--- src/rtl/jt51_host_wr.sv ---
// rtl/jt51_host_wr.sv - queued host-side register writer for the jt51 CPU port
module jt51_host_wr #(
   parameter int FIFO_AW        = 2,
   parameter int SETTLE         = 2,
   parameter int TIMEOUT        = 1023,
   parameter int SKIP_SAME_ADDR = 0
) (
   input  logic               clk,
   input  logic               rst_n,
   input  logic               cmd_valid,
   output logic               cmd_ready,
   input  logic [7:0]         cmd_addr,
   input  logic [7:0]         cmd_data,
   output logic               ym_cs_n,
   output logic               ym_wr_n,
   output logic               ym_a0,
   output logic [7:0]         ym_din,
   input  logic [7:0]         ym_dout,
   output logic               idle,
   output logic [FIFO_AW:0]   fifo_level,
   output logic               timeout_err,
   input  logic               err_clr
);

   localparam int DEPTH = 1 << FIFO_AW;
   // Poll counter only needs to reach TIMEOUT-1, settle counter SETTLE-1.
   localparam int PW = (TIMEOUT < 2) ? 1 : $clog2(TIMEOUT);
   localparam int SW = (SETTLE < 2) ? 1 : $clog2(SETTLE);

   typedef enum logic [2:0] {
      IDLE, POLL_A, WR_A, SET_A, POLL_D, WR_D, SET_D
   } state_t;

   logic [15:0]        mem_q [DEPTH];
   logic [FIFO_AW-1:0] wr_ptr_q, wr_ptr_d;
   logic [FIFO_AW-1:0] rd_ptr_q, rd_ptr_d;
   logic [FIFO_AW:0]   level_q, level_d;
   logic [15:0]        head;
   logic               push, pop;

   state_t             state_q, state_d;
   logic [7:0]         cur_addr_q, cur_addr_d;
   logic [7:0]         cur_data_q, cur_data_d;
   logic [PW-1:0]      poll_cnt_q, poll_cnt_d;
   logic [SW-1:0]      set_cnt_q, set_cnt_d;
   logic [7:0]         last_addr_q, last_addr_d;
   logic               last_valid_q, last_valid_d;
   logic               err_q, err_d;
   logic               cs_n_q, cs_n_d;
   logic               wr_n_q, wr_n_d;
   logic               a0_q, a0_d;
   logic [7:0]         din_q, din_d;
   logic               busy;
   logic               unused_dout;

   assign busy        = ym_dout[7];
   assign unused_dout = ^ym_dout[6:0];

   assign cmd_ready = (level_q != (FIFO_AW+1)'(DEPTH));
   assign push      = cmd_valid & cmd_ready;
   assign pop       = (state_q == IDLE) && (level_q != '0);
   assign head      = mem_q[rd_ptr_q];

   // FIFO storage: data only, no reset needed since level gates every read
   always_ff @(posedge clk) begin
      if (push) mem_q[wr_ptr_q] <= {cmd_addr, cmd_data};
   end

   // FIFO pointers and occupancy
   always_comb begin
      wr_ptr_d = wr_ptr_q;
      rd_ptr_d = rd_ptr_q;
      level_d  = level_q;
      if (push) wr_ptr_d = wr_ptr_q + FIFO_AW'(1);
      if (pop)  rd_ptr_d = rd_ptr_q + FIFO_AW'(1);
      if (push && !pop)      level_d = level_q + (FIFO_AW+1)'(1);
      else if (!push && pop) level_d = level_q - (FIFO_AW+1)'(1);
   end

   // Write sequencer next state; bus outputs follow the next state so they are registered
   always_comb begin
      state_d      = state_q;
      cur_addr_d   = cur_addr_q;
      cur_data_d   = cur_data_q;
      poll_cnt_d   = poll_cnt_q;
      set_cnt_d    = set_cnt_q;
      last_addr_d  = last_addr_q;
      last_valid_d = last_valid_q;
      err_d        = err_q & ~err_clr;

      case (state_q)
         IDLE: begin
            if (level_q != '0) begin
               cur_addr_d = head[15:8];
               cur_data_d = head[7:0];
               poll_cnt_d = '0;
               if ((SKIP_SAME_ADDR != 0) && last_valid_q && (head[15:8] == last_addr_q))
                  state_d = POLL_D;
               else
                  state_d = POLL_A;
            end
         end
         POLL_A, POLL_D: begin
            if (!busy) begin
               state_d = (state_q == POLL_A) ? WR_A : WR_D;
            end else if (poll_cnt_q == PW'(TIMEOUT - 1)) begin
               // Chip never released busy: force the write rather than stall forever
               err_d   = 1'b1;
               state_d = (state_q == POLL_A) ? WR_A : WR_D;
            end else begin
               poll_cnt_d = poll_cnt_q + PW'(1);
            end
         end
         WR_A: begin
            last_addr_d  = cur_addr_q;
            last_valid_d = 1'b1;
            set_cnt_d    = '0;
            state_d      = SET_A;
         end
         WR_D: begin
            set_cnt_d = '0;
            state_d   = SET_D;
         end
         SET_A, SET_D: begin
            // Busy lags the strobe, so it is not trusted until the settle window ends
            if (set_cnt_q == SW'(SETTLE - 1)) begin
               poll_cnt_d = '0;
               state_d    = (state_q == SET_A) ? POLL_D : IDLE;
            end else begin
               set_cnt_d = set_cnt_q + SW'(1);
            end
         end
         default: state_d = IDLE;
      endcase

      cs_n_d = !((state_d == WR_A) || (state_d == WR_D));
      wr_n_d = cs_n_d;
      a0_d   = a0_q;
      din_d  = din_q;
      if (state_d == WR_A) begin
         a0_d  = 1'b0;
         din_d = cur_addr_d;
      end else if (state_d == WR_D) begin
         a0_d  = 1'b1;
         din_d = cur_data_d;
      end
   end

   // State and output registers
   always_ff @(posedge clk or negedge rst_n) begin
      if (!rst_n) begin
         wr_ptr_q     <= '0;
         rd_ptr_q     <= '0;
         level_q      <= '0;
         state_q      <= IDLE;
         cur_addr_q   <= '0;
         cur_data_q   <= '0;
         poll_cnt_q   <= '0;
         set_cnt_q    <= '0;
         last_addr_q  <= '0;
         last_valid_q <= 1'b0;
         err_q        <= 1'b0;
         cs_n_q       <= 1'b1;
         wr_n_q       <= 1'b1;
         a0_q         <= 1'b0;
         din_q        <= '0;
      end else begin
         wr_ptr_q     <= wr_ptr_d;
         rd_ptr_q     <= rd_ptr_d;
         level_q      <= level_d;
         state_q      <= state_d;
         cur_addr_q   <= cur_addr_d;
         cur_data_q   <= cur_data_d;
         poll_cnt_q   <= poll_cnt_d;
         set_cnt_q    <= set_cnt_d;
         last_addr_q  <= last_addr_d;
         last_valid_q <= last_valid_d;
         err_q        <= err_d;
         cs_n_q       <= cs_n_d;
         wr_n_q       <= wr_n_d;
         a0_q         <= a0_d;
         din_q        <= din_d;
      end
   end

   assign ym_cs_n     = cs_n_q;
   assign ym_wr_n     = wr_n_q;
   assign ym_a0       = a0_q;
   assign ym_din      = din_q;
   assign idle        = (state_q == IDLE) && (level_q == '0);
   assign fifo_level  = level_q;
   assign timeout_err = err_q;

endmodule

--- config.mk ---
export PLATFORM = sky130hd
export DESIGN_NAME = jt51_host_wr
export DESIGN_NICKNAME = d
export VERILOG_FILES = /design/src/rtl/jt51_host_wr.sv
export SDC_FILE = /design/constraint.sdc
export NUM_CORES = 1
export LEC_CHECK = 0
export ABC_AREA = 0
export CAP_MARGIN = 30
export CORE_ASPECT_RATIO = 1.2
export CORE_MARGIN = 8
export CORE_UTILIZATION = 60
export CTS_BUF_LIST = sky130_fd_sc_hd__clkbuf_4
export CTS_CLUSTER_DIAMETER = 200
export DETAILED_ROUTE_END_ITERATION = 6
export GPL_ROUTABILITY_DRIVEN = 0
export MAX_ROUTING_LAYER = met4
export PLACE_DENSITY = 0.85
export SLEW_MARGIN = 20
export SYNTH_ARGS = -nofsm -noshare
export SYNTH_HDL_FRONTEND = slang
export SYNTH_SLANG_ARGS = --single-unit
--- constraint.sdc ---
create_clock -name clk -period 4.4 [get_ports clk]
set_clock_uncertainty 0.15 [all_clocks]
set_input_delay 0.88 -clock clk [delete_from_list [all_inputs] [get_ports clk]]
set_output_delay 0.88 -clock clk [all_outputs]
set_load 0.02 [all_outputs]
==> impl_summary.log <==
[metrics] required arrival time at the worst endpoint: 3.37 ns
[metrics] longest individual stage delay on the worst path: 0.64 ns
[metrics] Synth Instances: 317
[metrics] DRC errors left: 0
[metrics] number of distinct standard cells referenced by the synthesized netlist: 49
[metrics] launching element type of the critical path: flop
[metrics] maximum level of the CTS H-tree: 3
[metrics] initial DRC count: 144
[metrics] Area Overhead vs Synth: 11.89%
[metrics] via count: 2,726
[metrics] cell count after placement: 440
[metrics] Final Hold Vio Count: 0
[metrics] number of buffers added for setup after CTS: 0
[metrics] Peak VDD IR: 0.2810 mV
[metrics] Leak: 0.002043 uW
[metrics] hold slack: 0.1879 ns
[metrics] slew margin rel.: 40.15%
[metrics] Setup TNS Final: 0 ns
[metrics] CP top delay family: flip-flops
[metrics] cell depth of the worst flop-to-flop path: 8
[metrics] Port-buffer cells: 37
[metrics] residual overflow from global routing: 0
[metrics] HPWL Detailed: 5894 um
[metrics] total power per unit cell area: 654.1 mW/mm^2
[metrics] Max Slew Vio Count: 0
[metrics] dominant cells by area after synthesis: sky130_fd_sc_hd__edfxtp_1 (40%), sky130_fd_sc_hd__dfrtp_1 (24%), sky130_fd_sc_hd__mux4_2 (7.5%), sky130_fd_sc_hd__mux2_2 (4.2%), sky130_fd_sc_hd__o211ai_2 (2.1%)
[metrics] post-route cell area: 0.005393 sq mm
[metrics] reg2reg start: state_q[2]
[metrics] sequential element share of the synthesized area: 64.82%
[metrics] count of buffer and inverter cells on the critical path: 1
[metrics] placed standard-cell area: 0.005279 sq mm
[metrics] first-pass GRT wire length: 14,210 um
[metrics] Core ar.: 0.007973 sq mm
[metrics] total I/O pin count: 45
[metrics] global router's overall resource usage: 16.88%
[metrics] Worst Tran Pin Value: 0.8978 ns
[metrics] total clock buffers created by CTS: 9
[metrics] clock transition at the registers of the reported paths: 0.16 ns
[metrics] TritonCTS clock tree: yes
[metrics] crit path cell chain: nor3_2 -> and2b_2 -> clkdlybuf4s50_1
[metrics] Synthesized Nets: 353
[metrics] maximum fanout along the worst path: 20
[metrics] critical path class: reg2out
[metrics] clock tree buffer depth: 2
[metrics] Pre-antenna DRT Iters: 4
[metrics] number of inserted filler cells in the final layout: 547
[metrics] mean cell area of the mapped netlist: 15.20 sq um
[metrics] final worst path period share: 75.16%
[metrics] result of the run: complete, no violations
[metrics] initial antenna violation count: 1
[metrics] Reg-to-Reg End: fifo_level[1]
[metrics] Tightest Hold Check Type: in2async
[metrics] number of endpoints failing setup at the final stage: 0
[metrics] number of routed nets with antenna violations: 0
[metrics] Min Clock Period, post-route: 3.307 ns
[metrics] CP Data Arrival Time: 2.28 ns
[metrics] number of global-route vias before repair: 2,818
[metrics] biggest area consumer among synthesized cells: sky130_fd_sc_hd__edfxtp_1
[metrics] Skew-Pair Late Insertion Delay: 0.44 ns
[metrics] Final Total Pwr: 3527 uW
[metrics] largest net degree at the start of global routing: 33
[metrics] source of the critical timing path: state_q[2]
[metrics] buffer cell driving the clock tree root: sky130_fd_sc_hd__clkbuf_4
[metrics] #FFs+latches synth: 112
[metrics] Num Clock Sinks: 112
[metrics] count of synthesis-stage warnings from yosys: 0
[metrics] horizontal extent of the die: 97.82 um
[metrics] path length in cells of the critical path: 3
[metrics] Die Area: 0.01117 sq mm
[metrics] unrepaired setup endpoints after global routing: false
[metrics] last element of the critical path: idle
[metrics] cell at the slowest stage of the critical path: sky130_fd_sc_hd__dfrtp_1
[metrics] maximum clock rate: 302.4 MHz
[metrics] post-synth design cell area: 0.004820 sq mm
[metrics] net count reported at finish: 392
[metrics] WL/cell: 18.80 um
[metrics] number of non-filler instances in the completed layout: 457
[metrics] initial core utilization: 60.45%
[metrics] reg-to-reg slack, setup: 1.58 ns
[metrics] layout cell share with drive strength beyond 1: 19.39%
[metrics] sort of element at the end of the critical path: primary output
[metrics] post-cts gate resize count: 0
[metrics] std cell rows: 36
[metrics] number of vias per cell after detailed routing: 5.965
[metrics] area share of the largest cell type after synthesis: 39.88%
[metrics] hold-fix buffers at CTS: 0
[metrics] max capacitance violation total: 0
[metrics] Total Routed Length: 8593 um
[metrics] die height: 114.2 um
==> power by group <==
part	internal (uW)	switching (uW)
Combinational	691	719
Clock	120	312
Sequential	1440	247
==> metrics by stage <==
| step | util, % | worst slack [ns] |
|---|---|---|
| 2_1_floorplan | - | 1.766 |
| 3_3_place_gp | 65.68 | 1.474 |
| 3_5_place_dp | 66.21 | 1.429 |
| 4_1_cts | 67.61 | 1.063 |
| 5_1_grt | 67.64 | 0.9380 |
| 6_report | 67.64 | 1.093 |
==> cell usage after synthesis (all sizes together) <==
cell and instances:
a21oi 6, nor2 16, and3 8, a21o 1, nand2 22, a31oi 7, nand2b 9, buf 7
nand3 7, edfxtp 64, o211ai 8, inv 10, nor4b 1, xnor2 5, clkbuf 6, dfrtp 47
a22oi 1, o22a 2, and2b 1, nor2b 2, or3 3, nand4 9, a211oi 1, dfstp 1
and2 4, a32o 1, ha 7, a211o 1, a2111oi 1, xor2 2, fa 1, or2 1
mux4 16, nor4 3, nor3 3, o21a 2, o31ai 2, o21ai 10, mux2 18, o22ai 1
==> placed cells by master (no fill, tap or decap), drive strengths merged, types with 2 or more instances in the layout <==
cell / Yosys / layout
xnor2: 5 / 5
o22a: 2 / 2
xor2: 2 / 2
buf: 7 / 5
clkinv: 0 / 5
o21a: 2 / 2
o31ai: 2 / 2
o21ai: 10 / 10
mux4: 16 / 16
nor4: 3 / 3
ha: 7 / 7
and2: 4 / 4
dfrtp: 47 / 47
nor2: 16 / 16
nor3: 3 / 3
clkbuf: 6 / 10
o211ai: 8 / 8
inv: 10 / 10
clkdlybuf4s50: 0 / 36
nand2: 22 / 22
a21oi: 6 / 6
or3: 3 / 3
edfxtp: 64 / 64
mux2: 18 / 18
and3: 8 / 8
a31oi: 7 / 7
nor2b: 2 / 2
nand4: 9 / 9
nand2b: 9 / 9
nand3: 7 / 7
==> routing by layer <==
metal | track usage (%) | part of all wire, %
met2 | 27.19 | 51
met3 | 2.616 | 3.8
met1 | 20.11 | 42
met5 | - | 0
met4 | 9.375 | 3.0
==> kinds of logic after synthesis <==
| group | after synthesis | share of synthesized area [%] |
|---|---|---|
| DFF | 112 | 64.82 |
| and+or+nand+nor | 89 | 10.18 |
| adders and majority gates | 8 | 2.233 |
| xor gates and xnor gates | 7 | 1.272 |
| AOI/OAI and AO/OA | 44 | 7.477 |
| buffers and inverters | 23 | 2.336 |
| muxes | 34 | 11.68 |
==> worst min-delay path by stage <==
stage / start / endpoint / depth (start not counted)
2_1_floorplan: poll_cnt_q[9] / poll_cnt_q[9] / 1
4_1_cts: rst_n / ym_a0 / 1
6_report: rst_n / ym_a0 / 1
5_1_grt: rst_n / ym_a0 / 1
3_5_place_dp: poll_cnt_q[9] / poll_cnt_q[9] / 1
3_3_place_gp: poll_cnt_q[9] / poll_cnt_q[9] / 1
==> layout make-up <==
| class | count | area, sq um | share of cell area, % |
|---|---|---|---|
| Clock inverter | 6 | 36.28 | 0.6729 |
| Clock buffer | 10 | 75.07 | 1.392 |
| Sequential cell | 112 | 3124 | 57.94 |
| Timing Repair Buffer | 41 | 415.4 | 7.703 |
| Tap cell | 95 | 118.9 | 2.204 |
| Inverter | 10 | 37.54 | 0.6961 |
| Antenna cell | 1 | 2.502 | 0.04640 |
| Multi-Input combinational cell | 182 | 1583 | 29.35 |
==> registers in the layout (all words and copies together), names as in the netlist <==
register	cells
wr_ptr_q	2
fifo_level	3
ym_a0	1
poll_cnt_q	10
cur_addr_q	8
ym_din	8
mem_q	64
state_q	3
rd_ptr_q	2
set_cnt_q	1
timeout_err	1
cur_data_q	8
ym_wr_n	1
No activity file was read; power rests on OpenSTA's default activity.
